<file path="config.mk">
export PLATFORM = sky130hd
export DESIGN_NAME = rtf65002_icachefill
export DESIGN_NICKNAME = d
export VERILOG_FILES = /design/src/rtl/rtf65002_icachefill.sv
export SDC_FILE = /design/constraint.sdc
export NUM_CORES = 1
export LEC_CHECK = 0
export ABC_AREA = 1
export BUFFER_PORTS_ARGS = -buffer_cell sky130_fd_sc_hd__buf_2
export CORE_ASPECT_RATIO = 0.5
export CORE_MARGIN = 10
export CORE_UTILIZATION = 56
export CTS_CLUSTER_DIAMETER = 200
export DETAILED_ROUTE_END_ITERATION = 10
export PLACE_DENSITY = 0.81
export SLEW_MARGIN = 15
export SYNTH_ARGS = -nofsm -noshare
export SYNTH_HDL_FRONTEND = slang
export SYNTH_SLANG_ARGS = --single-unit
</file>
<file path="constraint.sdc">
create_clock -name clk_i -period 2.6 [get_ports clk_i]
set_input_delay 0.13 -clock clk_i [delete_from_list [all_inputs] [get_ports clk_i]]
set_output_delay 0.13 -clock clk_i [all_outputs]
set_load 0.1 [all_outputs]
</file>
<file path="src/rtl/rtf65002_icachefill.sv">
// rtf65002 I-cache line-fill and invalidate controller: fetches missing 16-byte lines over
// WISHBONE into the cache write port and runs a full invalidate sweep on request.
module rtf65002_icachefill #(
    parameter int unsigned LINES = 1024,
    parameter int unsigned HOLD  = 2
) (
    input  logic        clk_i,
    input  logic        rst_ni,
    input  logic        chk_i,
    input  logic [31:0] pc_i,
    input  logic        hit0_i,
    input  logic        hit1_i,
    input  logic        inv_i,
    output logic        busy_o,
    output logic        err_o,
    output logic        cyc_o,
    output logic        stb_o,
    output logic [3:0]  sel_o,
    output logic [33:0] adr_o,
    input  logic [31:0] dat_i,
    input  logic        ack_i,
    input  logic        err_i,
    output logic        cw_o,
    output logic [33:0] cw_adr_o,
    output logic [31:0] cw_dat_o
);

    typedef enum logic [2:0] {
        StIdle,
        StFill,
        StGap,
        StInv,
        StHold
    } state_t;

    localparam logic [9:0] LastIdx = 10'(LINES - 1);

    state_t      state;
    logic [27:0] line;
    logic [1:0]  word;
    logic        need2;
    logic        inv_pend;
    logic [9:0]  idx;
    logic [15:0] hold_cnt;

    // The byte offset within an 8-byte window never affects which lines are missing.
    logic unused_pc;
    assign unused_pc = ^pc_i[2:0];

    // Invalidate writes land on the tag word (bits [3:2]=11) with the valid bit clear.
    function automatic logic [33:0] inv_adr(input logic [9:0] i);
        return {2'b00, 18'd0, i, 4'b1100};
    endfunction

    always_ff @(posedge clk_i or negedge rst_ni) begin
        if (!rst_ni) begin
            state    <= StIdle;
            line     <= '0;
            word     <= '0;
            need2    <= 1'b0;
            inv_pend <= 1'b0;
            idx      <= '0;
            hold_cnt <= '0;
            busy_o   <= 1'b0;
            err_o    <= 1'b0;
            cyc_o    <= 1'b0;
            stb_o    <= 1'b0;
            sel_o    <= '0;
            adr_o    <= '0;
            cw_o     <= 1'b0;
            cw_adr_o <= '0;
            cw_dat_o <= '0;
        end else begin
            err_o <= 1'b0;
            cw_o  <= 1'b0;
            if (inv_i && state != StInv) begin
                inv_pend <= 1'b1;
            end

            unique case (state)
                StIdle: begin
                    if (inv_i || inv_pend) begin
                        state    <= StInv;
                        busy_o   <= 1'b1;
                        inv_pend <= 1'b0;
                        idx      <= '0;
                        cw_o     <= 1'b1;
                        cw_adr_o <= inv_adr(10'd0);
                        cw_dat_o <= '0;
                    end else if (chk_i && !hit0_i) begin
                        state  <= StFill;
                        busy_o <= 1'b1;
                        line   <= pc_i[31:4];
                        need2  <= !hit1_i && pc_i[3];
                        word   <= '0;
                        cyc_o  <= 1'b1;
                        stb_o  <= 1'b1;
                        sel_o  <= 4'hF;
                        adr_o  <= {2'b00, pc_i[31:4], 4'b0000};
                    end else if (chk_i && !hit1_i && pc_i[3]) begin
                        state  <= StFill;
                        busy_o <= 1'b1;
                        line   <= pc_i[31:4] + 28'd1;
                        need2  <= 1'b0;
                        word   <= '0;
                        cyc_o  <= 1'b1;
                        stb_o  <= 1'b1;
                        sel_o  <= 4'hF;
                        adr_o  <= {2'b00, pc_i[31:4] + 28'd1, 4'b0000};
                    end
                end

                StFill: begin
                    if (err_i) begin
                        // Abort without writing: the tag word is never reached, line stays invalid.
                        cyc_o    <= 1'b0;
                        stb_o    <= 1'b0;
                        sel_o    <= '0;
                        err_o    <= 1'b1;
                        need2    <= 1'b0;
                        word     <= '0;
                        hold_cnt <= '0;
                        state    <= StHold;
                    end else if (ack_i) begin
                        cw_o     <= 1'b1;
                        cw_adr_o <= adr_o | 34'd1;
                        cw_dat_o <= dat_i;
                        if (word == 2'd3) begin
                            cyc_o <= 1'b0;
                            stb_o <= 1'b0;
                            sel_o <= '0;
                            word  <= '0;
                            if (need2) begin
                                line  <= line + 28'd1;
                                need2 <= 1'b0;
                                state <= StGap;
                            end else begin
                                hold_cnt <= '0;
                                state    <= StHold;
                            end
                        end else begin
                            word  <= word + 2'd1;
                            adr_o <= {2'b00, line, word + 2'd1, 2'b00};
                        end
                    end
                end

                StGap: begin
                    cyc_o <= 1'b1;
                    stb_o <= 1'b1;
                    sel_o <= 4'hF;
                    adr_o <= {2'b00, line, 4'b0000};
                    state <= StFill;
                end

                StInv: begin
                    if (idx == LastIdx) begin
                        hold_cnt <= '0;
                        state    <= StHold;
                    end else begin
                        idx      <= idx + 10'd1;
                        cw_o     <= 1'b1;
                        cw_adr_o <= inv_adr(idx + 10'd1);
                        cw_dat_o <= '0;
                    end
                end

                StHold: begin
                    if (32'(hold_cnt) + 32'd1 >= HOLD) begin
                        // A pending invalidate starts straight away so busy_o never dips.
                        if (inv_pend || inv_i) begin
                            state    <= StInv;
                            inv_pend <= 1'b0;
                            idx      <= '0;
                            cw_o     <= 1'b1;
                            cw_adr_o <= inv_adr(10'd0);
                            cw_dat_o <= '0;
                        end else begin
                            state  <= StIdle;
                            busy_o <= 1'b0;
                        end
                    end else begin
                        hold_cnt <= hold_cnt + 16'd1;
                    end
                end

                default: begin
                    state  <= StIdle;
                    busy_o <= 1'b0;
                    cyc_o  <= 1'b0;
                    stb_o  <= 1'b0;
                    sel_o  <= '0;
                end
            endcase
        end
    end

endmodule

</file>
## After elaboration in Yosys (flattened, before gate mapping)

Index checks and enable logic that the tools add are counted.

| storage, ports and cells | value |
|---|---|
| output and inout bits | 109 |
| register bits | 169 |
| bits in writable memories | 0 |
| memories | 0 |
| memory bits (read-only) | 0 |
| bits in latches | 0 |
| input bits | 72 |
| word-level logic and storage cells | 163 |

| operators by class | value |
|---|---|
| multipliers | 0 |
| add/sub/neg operators | 6 |
| reductions and logical operators | 26 |
| div/mod/pow operators | 0 |
| bitwise operators | 2 |
| equality and inequality tests | 23 |
| magnitude comparators | 1 |
| muxes and demuxes | 90 |
| shift operators | 0 |

Operators by type and width:

| kind | count |
|---|---|
| $mux W34 | 11 |
| $mux W28 | 7 |
| $mux W32 | 5 |
| $pmux W34 S4 | 1 |
| $pmux W32 S4 | 1 |
| $pmux W34 S3 | 1 |
| $mux W16 | 6 |
| $add A28 B1 Y28 const B | 2 |
| $pmux W28 S2 | 1 |
| $pmux W16 S3 | 1 |
| $mux W10 | 3 |
| $pmux W10 S3 | 1 |
| $mux W3 | 9 |
| $mux W4 | 6 |
| $mux W1 | 22 |
| $ne A2 B2 Y1 const B | 11 |
| $reduce_and A5 Y1 | 4 |
| $add A16 B1 Y17 const B | 1 |
| $ge A17 B2 Y1 const B | 1 |
| $add A16 B1 Y16 const B | 1 |
| $pmux W4 S4 | 1 |
| $pmux W3 S5 | 1 |
| $mux W2 | 7 |
| $ne A3 B3 Y1 const B | 4 |
| 27 further kinds | 40 |

## Logic depth before layout (Yosys ltp)

Gate-level depths: netlist of run 1.

| depth | value |
|---|---|
| depth after elaboration | 7 |
| depth in mapped cells | 15 |
| depth with buffers taken out | 14 |

## Least setup slack after synthesis of run 1

OpenSTA, ideal clock, no wires.

| path | value |
|---|---|
| kind | register -> register |
| start point | reg hold_cnt[0] |
| end point | reg hold_cnt[1] |
| slack | 602 ps |
| stages on the path, launching flop included | 14 |
| library setup time | 121 ps |
| buffers on the path | 1 |
| arrival | 1877 ps |
| data required time | 2479 ps |
| path through | dfrtp_1 > ha_1 > nand2_1 > nor2_2 > nand3_1 > xor2_1 > nand3_1 > nor2_1 > nand3_2 > nand2_1 > nand2_2 > inv_4 > buf_6 > nor2_1 |

| between the ends | value |
|---|---|
| word-level cells in the longest chain between the ends | 4 |
| elaborated cells between the ends (all ways) | 7 |
| those cells by class | 2 x add/sub; 1 x order compare; 1 x eq/ne; 2 x mux; 1 x reduce/logical |

Ends and longest elaborated chain:

| what | line | RTL |
|---|---|---|
| start, declared | 44 | `logic [15:0] hold_cnt;` |
| start signal, assigned | 183 | `hold_cnt <= hold_cnt + 16'd1;` |
| $add A16 B1 Y17 | 169 | `if (32'(hold_cnt) + 32'd1 >= HOLD) begin` |
| $ge A17 B2 Y1 | 169 |  |
| $ne A2 B2 Y1 (no line) | n/a |  |
| $reduce_and A6 Y1 (no line) | n/a |  |

Parallel ways exist; a longest one is shown, timed or not. The select of a mux whose other input is x is not followed.
A chain may end at the register's enable or synchronous reset.

## Final worst setup path of run 1

| path | value |
|---|---|
| start point | reg idx[0] |
| end point | reg cw_adr_o[31] |

| between the ends | value |
|---|---|
| word-level cells in the longest chain between the ends | 3 |

Ends and longest elaborated chain:

| what | line | RTL |
|---|---|---|
| start, declared | 43 | `logic [9:0] idx;` |
| start signal, assigned | 161 | `idx <= idx + 10'd1;` |
| $eq A10 B10 Y1 | 157 | `if (idx == LastIdx) begin` |
| $ne A2 B2 Y1 (no line) | n/a |  |
| $reduce_and A5 Y1 (no line) | n/a |  |
| end signal, assigned | 126 | `cw_adr_o <= adr_o \| 34'd1;` |
| end signal, assigned | 163 | `cw_adr_o <= inv_adr(idx + 10'd1);` |
| end signal, assigned | 176 | `cw_adr_o <= inv_adr(10'd0);` |
| end, declared | 24 | `output logic [33:0] cw_adr_o,` |

No other way between the ends.

==> results of run 1 <==
-- sequential cells by signal (all words and copies together) (netlist names) --
register,cells
cw_dat_o,32
state,3
need2,1
adr_o,30
busy_o,1
err_o,1
inv_pend,1
cw_adr_o,31
cw_o,1
idx,10
word,2
line,28
hold_cnt,16
sel_o,1
-- kinds of logic after synthesis --
group / after synthesis / share of synthesized area
compound gates: 155 / 0.09557
xor+xnor: 37 / 0.03667
fa+ha+maj: 6 / 0.008495
buf+inv: 167 / 0.08523
flops: 158 / 0.4474
mux: 2 / 0.002265
other cells: 1 / 0.0004243
simple gates: 661 / 0.3239
-- routing by layer --
metal / vias up / routed length, um
li1: 4207 / -
met1: 4173 / 11120
met2: 387 / 13300
met3: 67 / 2030
met4: 0 / 905
met5: - / 0
-- metrics by stage --
step	hold slack, ns	std cells
2_1_floorplan	-0.1656	1193
3_3_place_gp	0.1767	1523
3_5_place_dp	0.1822	1523
4_1_cts	0.06241	1589
5_1_grt	0.08018	1590
6_report	0.06766	1592
-- final cells by class --
type                       count  area [um^2]  share of cell area
multi-input combinational    868         4172              0.3864
sequential                   158         3955              0.3664
timing repair buffer         222         1386              0.1284
clock buffer                  18        439.2             0.04068
inverter                     106        400.4             0.03709
tap                          204        255.2             0.02364
clock inverter                14        182.7             0.01692
antenna                        2        5.005           0.0004636
-- cell usage in the layout (no fill, tap or decap), drive strengths merged, types with 18 or more instances in the layout --
cell         instances
xor2                29
inv                109
nor2               125
dlygate4sd3         34
buf                188
nand3              129
dfrtp              158
a21oi               39
o21ai               86
nand2              349
clkbuf              18
nand4               28
-- worst max-delay path, cell delays in order (launching register included) --
cell and delay, ns:
dfrtp_1 0.39, ha_1 0.21, nand3_1 0.15, nor2_2 0.16
nand3_2 0.12, nor2_2 0.13, nand3_1 0.10, nand2_2 0.11
nor3b_4 0.30, buf_12 0.30, nand3_1 0.16, o21ai_0 0.13
-- how the worst max path moves through the flow --
stage	start	to	slack (ns)	cells after the start
after global placement	hold_cnt[0]$_DFFE_PN0P_	cw_adr_o[12]$_DFFE_PN0P_	0.30	14
after floorplan	hold_cnt[0]$_DFFE_PN0P_	hold_cnt[1]$_DFFE_PN0P_	0.60	13
after CTS	hold_cnt[0]$_DFFE_PN0P_	cw_adr_o[31]$_DFFE_PN0P_	0.07	14
after detailed placement	hold_cnt[0]$_DFFE_PN0P_	cw_adr_o[20]$_DFFE_PN0P_	0.16	14
final	idx[0]$_DFFE_PN0P_	cw_adr_o[31]$_DFFE_PN0P_	0.21	11
after global routing	state[1]$_DFFE_PN0P_	adr_o[9]$_DFFE_PN0P_	0.01	12
-- what timing repair did --
item / in CTS / in global routing
hold buffers: 34 / 0
gates resized for setup: 0 / 5
endpoints found under the setup margin: 0 / 84
endpoints found under the hold margin: 99 / 0
setup buffers: 0 / 1
==> results.json, run 1 <==
{
  "syn_area_mm2": 0.008837,
  "yosysMostFrequentCell": "nand2_1",
  "die-area_mm2": 0.02151,
  "endpoint_kind": "flop",
  "ys_top_cells_by_area": "dfrtp_1, nand2_1, nand3_1",
  "synth_top_area_frac": 0.4474,
  "busiest_layer": "met2",
  "cts_sinks": 158,
  "reg2reg_to": "cw_adr_o[31]$_DFFE_PN0P_",
  "ys_warn_count": 0,
  "start_util": 0.5733,
  "synth_area_leader_cell": "dfrtp_1",
  "use_met3": 0.06181,
  "hold_viol": 0,
  "portBuffers": 170,
  "io_pins": 181,
  "regToRegStartpoint": "idx[0]$_DFFE_PN0P_",
  "r2r_cells": 11,
  "antenna_left": 0,
  "syn-mean-instance-area_um2": 7.445,
  "fin_crit_ns": 2.394,
  "worstSkewPairLatency_ns": 0.43,
  "vias": 8834,
  "ys_async_sr_fraction": 1.000,
  "setup_violations": 0,
  "yosys_register_bits": 158,
  "grt_setup_unrepaired": "no",
  "required_ns": 2.92,
  "drt_iter0_drc": 783,
  "tritoncts": "yes",
  "drc": 0,
  "cp_max_fo": 61,
  "utilization": 0.7003,
  "max_freq_ghz": 0.4176,
  "min_to": "adr_o[20]$_DFFE_PN0P_",
  "cts-root-buf": "clkbuf_16",
  "start_kind": "flop",
  "antenna_found_initial": 0,
  "grt_pass1_wl_um": 43390,
  "postSynthCellCount": 1187,
  "dp_slack_ns": 0.1615,
  "chipWidth_um": 197.7,
  "hp-class": "in2reg",
  "clock_skew_ns": 0.009676,
  "cts-buffers-inserted": 17,
  "clock_path_buffers": 2,
  "synth-edff-count": 0,
  "viasPerCell": 5.549,
  "rrSetupSlack_ns": 0.21,
  "dr.pass1.iters": 6,
  "grt_use_total": 0.2484,
  "relSlewSlack": 0.5665,
  "placeableCoreArea_mm2": 0.01541,
  "rows": 32,
  "hold_depth": 4,
  "grtUsageMet1": 0.3009,
  "area_growth_pct": 22.16,
  "setup_ws_ns": 0.2056,
  "dieHeight_um": 108.8,
  "synth_ff_type": "dfrtp_1",
  "stdcell_area_mm2": 0.01080,
  "postPlaceCellArea_mm2": 0.009803,
  "arrival_ns": 2.71,
  "grt_pass1_vias": 8550,
  "hpwl_um": 18980,
  "final_layout_size_suffix_gt1_frac": 0.1804,
  "status": "completed",
  "routabilityCongestion": 0.9305,
  "grt_use_met2": 0.4208,
  "min_period_over_period": 0.9209,
  "cts_htree_levels": 4,
  "grt_max_degree": 69,
  "drv_slew": 0,
  "wirelength_um": 27350,
  "synth_common_cells": "nand2_1, dfrtp_1, nand3_1",
  "cap_viol_max_count": 0,
  "critPathKind": "reg2reg",
  "fill_cells": 1204,
  "grt.overflow.total": 0,
  "worst_pin_slew_ns": 0.6503,
  "tns_ns": 0,
  "yosysSeqAreaShare": 0.4474,
  "wire_per_inst_um": 17.18,
  "fin_nets": 1451,
  "hold_path.startpoint": "pc_i[20]",
  "clkTransAtPathRegs_ns": 0.07,
  "yosysUniqueCellTypes": 43
}
Power of run 1 is left out: the tool's default activity adds up to more than one toggle a clock period on the data nets, which glitch-free logic cannot reach.
==> run 2: changes to the inputs <==
--- a/config.mk
+++ b/config.mk
@@ -8,11 +8,9 @@
 export ABC_AREA = 1
 export BUFFER_PORTS_ARGS = -buffer_cell sky130_fd_sc_hd__buf_2
 export CORE_ASPECT_RATIO = 0.5
-export CORE_MARGIN = 10
-export CORE_UTILIZATION = 56
+export CORE_UTILIZATION = 35
 export CTS_CLUSTER_DIAMETER = 200
 export DETAILED_ROUTE_END_ITERATION = 10
-export PLACE_DENSITY = 0.81
 export SLEW_MARGIN = 15
 export SYNTH_ARGS = -nofsm -noshare
 export SYNTH_HDL_FRONTEND = slang
==> constraint.sdc (replaced) <==
create_clock -name clk_i -period 2.6 [get_ports clk_i]
set_input_delay 0.52 -clock clk_i [delete_from_list [all_inputs] [get_ports clk_i]]
set_output_delay 0.52 -clock clk_i [all_outputs]
set_load 0.1 [all_outputs]
==> results.json, run 2 (synthesis results as in run 1) <==
{
  "cts-root-buf": "clkbuf_16",
  "grt_pass1_wl_um": 40940,
  "max_freq_ghz": 0.4331,
  "drt_iter0_drc": 655,
  "fill_cells": 2512,
  "final_layout_size_suffix_gt1_frac": 0.1866,
  "arrival_ns": 2.66,
  "max_flop_register": "cw_dat_o",
  "setup_violations": 0,
  "wirelength_um": 26040,
  "antenna_left": 0,
  "start_kind": "flop",
  "die-area_mm2": 0.02593,
  "largest_registers": "cw_dat_o: 32 flops, cw_adr_o: 31 flops, adr_o: 30 flops",
  "fin_crit_ns": 2.309,
  "largest_reg_flops": 32,
  "grt_setup_unrepaired": "no",
  "cp_num_buf_inv": 1,
  "cp_max_fo": 30,
  "placeableCoreArea_mm2": 0.02437,
  "cts_setup_buffers": 0,
  "start_util": 0.3626,
  "cap_viol_max_count": 0,
  "cp_top_family": "simple AND/OR/NAND/NOR gates",
  "grt.overflow.total": 0,
  "worst_pin_slew_ns": 0.6038,
  "grt_pass1_vias": 7681,
  "utilization": 0.4371,
  "slowest_delay_ns": 0.44,
  "antenna_found_initial": 0,
  "drc": 0,
  "dieHeight_um": 114.4,
  "routabilityCongestion": 0.8700,
  "grt_max_degree": 61,
  "vias": 8360,
  "endpoint_kind": "flop",
  "required_ns": 2.95,
  "final_common_cell": "nand2_1",
  "mostFrequentLayoutCells": "nand2_1, buf_2, dfrtp_1",
  "grt_use_total": 0.2024,
  "insertedDiodeCount": 0,
  "relSlewSlack": 0.5938,
  "status": "completed",
  "clock_skew_ns": 0.009284,
  "fin_nets": 1426,
  "wire_per_inst_um": 15.34,
  "cts_sinks": 158,
  "hpwl_um": 19090,
  "io_pins": 181,
  "drv_slew": 0,
  "cts_htree_levels": 4,
  "crit_chain": "ha_1, nand3_1, nor2_2, nand2_1, nand2_1, nand2_1, nor2_1, nand3_1, nor2_2, nand2_1, nand2_2, buf_12, nand3_1, nand2_1",
  "rows": 40,
  "tritoncts": "yes",
  "crit_slowest_cell": "dfrtp_1",
  "hp-class": "in2async",
  "hold_viol": 0,
  "clock_path_buffers": 2,
  "worstSkewPairLatency_ns": 0.42,
  "min_period_over_period": 0.8881,
  "chipWidth_um": 226.7,
  "tns_ns": 0,
  "viasPerCell": 4.926,
  "cts-buffers-inserted": 17,
  "critPathKind": "reg2reg",
  "crit_top_cell": "nand2_1",
  "portBuffers": 170,
  "area_growth_pct": 20.56,
  "dr.pass1.iters": 5,
  "clkTransAtPathRegs_ns": 0.07
}
run 2: changes by cell type in the layout (fill, tap and decap cells not counted), sizes merged:
cell and change:
buf +8, inv -1, dlygate4sd3 -34, clkinv -1, clkinvlp -1, bufinv -1, diode -2, clkbuf +5
run 2: final cells by class:
| cell class | count | area, um^2 | share of cell area |
|---|---|---|---|
| multi-input combinational | 868 | 4167 | 0.3911 |
| sequential | 158 | 3954 | 0.3711 |
| timing repair buffer | 197 | 1127 | 0.1058 |
| clock buffer | 22 | 454.2 | 0.04263 |
| tap | 336 | 420.4 | 0.03946 |
| inverter | 106 | 400.4 | 0.03758 |
| clock inverter | 10 | 131.4 | 0.01233 |
run 2: timing repair:
item / in CTS / in global routing
setup endpoints to repair: 0 / 55
hold buffers: 0 / 0
gates resized for setup: 0 / 2
run 2: metal layers:
metal	vias up	track usage	wire, um
met1	3941	0.2829	12280
met4	0	0.05946	370
met5	-	0	0
met2	224	0.3182	12110
li1	4171	-	-
met3	24	0.03849	1283
run 2: final timing paths:
path / cells past startpoint / slack (ns) / endpoint / start
worst max-delay path: 14 / 0.29 / cw_dat_o[24]$_DFFE_PN0P_ / hold_cnt[0]$_DFFE_PN0P_
worst min-delay path: 1 / 0.05 / line[0]$_DFFE_PN0P_ / rst_ni
worst max register to register: 14 / 0.29 / cw_dat_o[24]$_DFFE_PN0P_ / hold_cnt[0]$_DFFE_PN0P_
worst min register to register: 2 / 0.47 / busy_o$_DFFE_PN0P_ / busy_o$_DFFE_PN0P_
max in group asynchronous: 2 / 1.80 / state[2]$_DFFE_PN0P_ / rst_ni
min in group clk_i: 3 / 0.29 / cw_dat_o[16]$_DFFE_PN0P_ / dat_i[16]
run 2: metrics by stage:
stage / hold WS, ns / std cells / instance area (um^2) / setup WS [ns]
after CTS: 0.06000 / 1696 / 10620 / 0.1826
after floorplan: 0.2244 / 1193 / 8860 / 0.6016
after global routing: 0.07070 / 1697 / 10650 / 0.03076
final: 0.04635 / 1697 / 10650 / 0.2910
after global placement: 0.4594 / 1664 / 10040 / 0.2444
after detailed placement: 0.4642 / 1664 / 10040 / 0.2120
Power of run 2 is left out for the same reason.
==> run 3: changes to the inputs <==
--- a/config.mk
+++ b/config.mk
@@ -6,11 +6,12 @@
 export NUM_CORES = 1
 export LEC_CHECK = 0
 export ABC_AREA = 1
-export BUFFER_PORTS_ARGS = -buffer_cell sky130_fd_sc_hd__buf_2
 export CORE_ASPECT_RATIO = 0.5
 export CORE_UTILIZATION = 35
 export CTS_CLUSTER_DIAMETER = 200
 export DETAILED_ROUTE_END_ITERATION = 10
+export DONT_BUFFER_PORTS = 1
+export PLACE_DENSITY = 0.47
 export SLEW_MARGIN = 15
 export SYNTH_ARGS = -nofsm -noshare
 export SYNTH_HDL_FRONTEND = slang
==> results.json, run 3 (synthesis results as in run 1) <==
{
  "final_common_cell": "nand2_1",
  "grt.overflow.total": 0,
  "dp_slack_ns": 0.2096,
  "mostFrequentLayoutCells": "nand2_1, dfrtp_1, nand3_1",
  "busiest_layer": "met2",
  "grtUsageMet1": 0.2491,
  "wirelength_um": 25300,
  "cp_max_fo": 27,
  "hp-class": "in2async",
  "rrSetupSlack_ns": 0.27,
  "grt_use_total": 0.1986,
  "max_flop_register": "cw_dat_o",
  "cts_htree_levels": 4,
  "setup_violations": 0,
  "viasPerCell": 4.997,
  "arrival_ns": 2.71,
  "insertedDiodeCount": 0,
  "utilization": 0.4130,
  "clkTransAtPathRegs_ns": 0.06,
  "cts_setup_buffers": 0,
  "critPathKind": "reg2reg",
  "antenna_left": 0,
  "violations": "negative hold slack",
  "max_freq_ghz": 0.4286,
  "portBuffers": 0,
  "dieHeight_um": 114.4,
  "start_util": 0.3626,
  "relSlewSlack": 0.3710,
  "chipWidth_um": 226.7,
  "drv_slew": 0,
  "drt_iter0_drc": 519,
  "start_kind": "flop",
  "hold_ws_ns": -0.2237,
  "drc": 0,
  "tritoncts": "yes",
  "cts-root-buf": "clkbuf_16",
  "wire_per_inst_um": 16.27,
  "io_pins": 181,
  "die-area_mm2": 0.02593,
  "vias": 7771,
  "cts-buffers-inserted": 17,
  "clock_path_buffers": 2,
  "grt_use_met2": 0.3390,
  "grt_max_degree": 159,
  "worst_pin_slew_ns": 0.9434,
  "routabilityCongestion": 0.8932,
  "fin_nets": 1285,
  "rows": 40,
  "use_met3": 0.03926,
  "antenna_found_initial": 0,
  "tns_ns": 0,
  "grt_setup_unrepaired": "no",
  "setup_ws_ns": 0.2668,
  "area_growth_pct": 13.90,
  "grt_pass1_vias": 7377,
  "endpoint_kind": "flop",
  "clock_skew_ns": 0.009687,
  "largest_reg_flops": 32,
  "grt_pass1_wl_um": 39530,
  "cts_sinks": 158,
  "final_layout_size_suffix_gt1_frac": 0.09516,
  "cap_viol_max_count": 0,
  "largest_registers": "cw_dat_o: 32 flops, cw_adr_o: 31 flops, adr_o: 30 flops",
  "hpwl_um": 17780,
  "dr.pass1.iters": 5,
  "status": "finished with violations",
  "fin_crit_ns": 2.333,
  "hold_viol": 158,
  "placeableCoreArea_mm2": 0.02437,
  "worstSkewPairLatency_ns": 0.44,
  "required_ns": 2.97,
  "min_period_over_period": 0.8974
}
## run 3: path summary, 6_finish.rpt
kind                            cells after the start                       to                from
worst max-delay path                               11  cw_dat_o[9]$_DFFE_PN0P_  idx[0]$_DFFE_PN0P_
worst min-delay path                                0     line[12]$_DFFE_PN0P_              rst_ni
worst max register to register                     11  cw_dat_o[9]$_DFFE_PN0P_  idx[0]$_DFFE_PN0P_
worst min register to register                      2       busy_o$_DFFE_PN0P_  busy_o$_DFFE_PN0P_
max in group asynchronous                           0  hold_cnt[0]$_DFFE_PN0P_              rst_ni
min in group clk_i                                  2  cw_dat_o[6]$_DFFE_PN0P_            dat_i[6]
## run 3: cell type report
cell class	instances	area, um^2
clock buffer	21	460.4
multi-input combinational	868	4167
fill	2542	14310
tap	336	420.4
clock inverter	10	138.9
inverter	106	400.4
timing repair buffer	56	520.5
sequential	158	3959
## run 3: repair_timing
action,4_1_cts,5_1_grt
endpoints found under the setup margin,0,73
resized for setup,0,3
endpoints found under the hold margin,158,158
## run 3: per-stage QoR
stage	cells	hold WS [ns]	cell area (um^2)
after CTS	1554	-0.2453	10030
after detailed placement	1523	0.2345	9433
after global routing	1555	-0.2496	10070
after floorplan	1193	0.2244	8860
final	1555	-0.2237	10070
after global placement	1523	0.2343	9433
## run 3: critical path: stages, from the launching register on
cell     delay (ns)
dfrtp_1        0.40
ha_1           0.22
nand3_1        0.13
nor2_2         0.13
nand3_2        0.11
nor2_2         0.12
nand3_1        0.09
nand2_2        0.10
nor3b_4        0.35
buf_4          0.36
nand3_1        0.11
nand2_1        0.10
## run 3: per-layer routing
layer,up-vias,share of wire,wire length [um]
li1,3876,-,-
met2,136,0.49,12420
met3,30,0.035,885
met4,0,0.021,527
met5,-,0,0
met1,3729,0.45,11470
Power of run 3 is left out for the same reason.
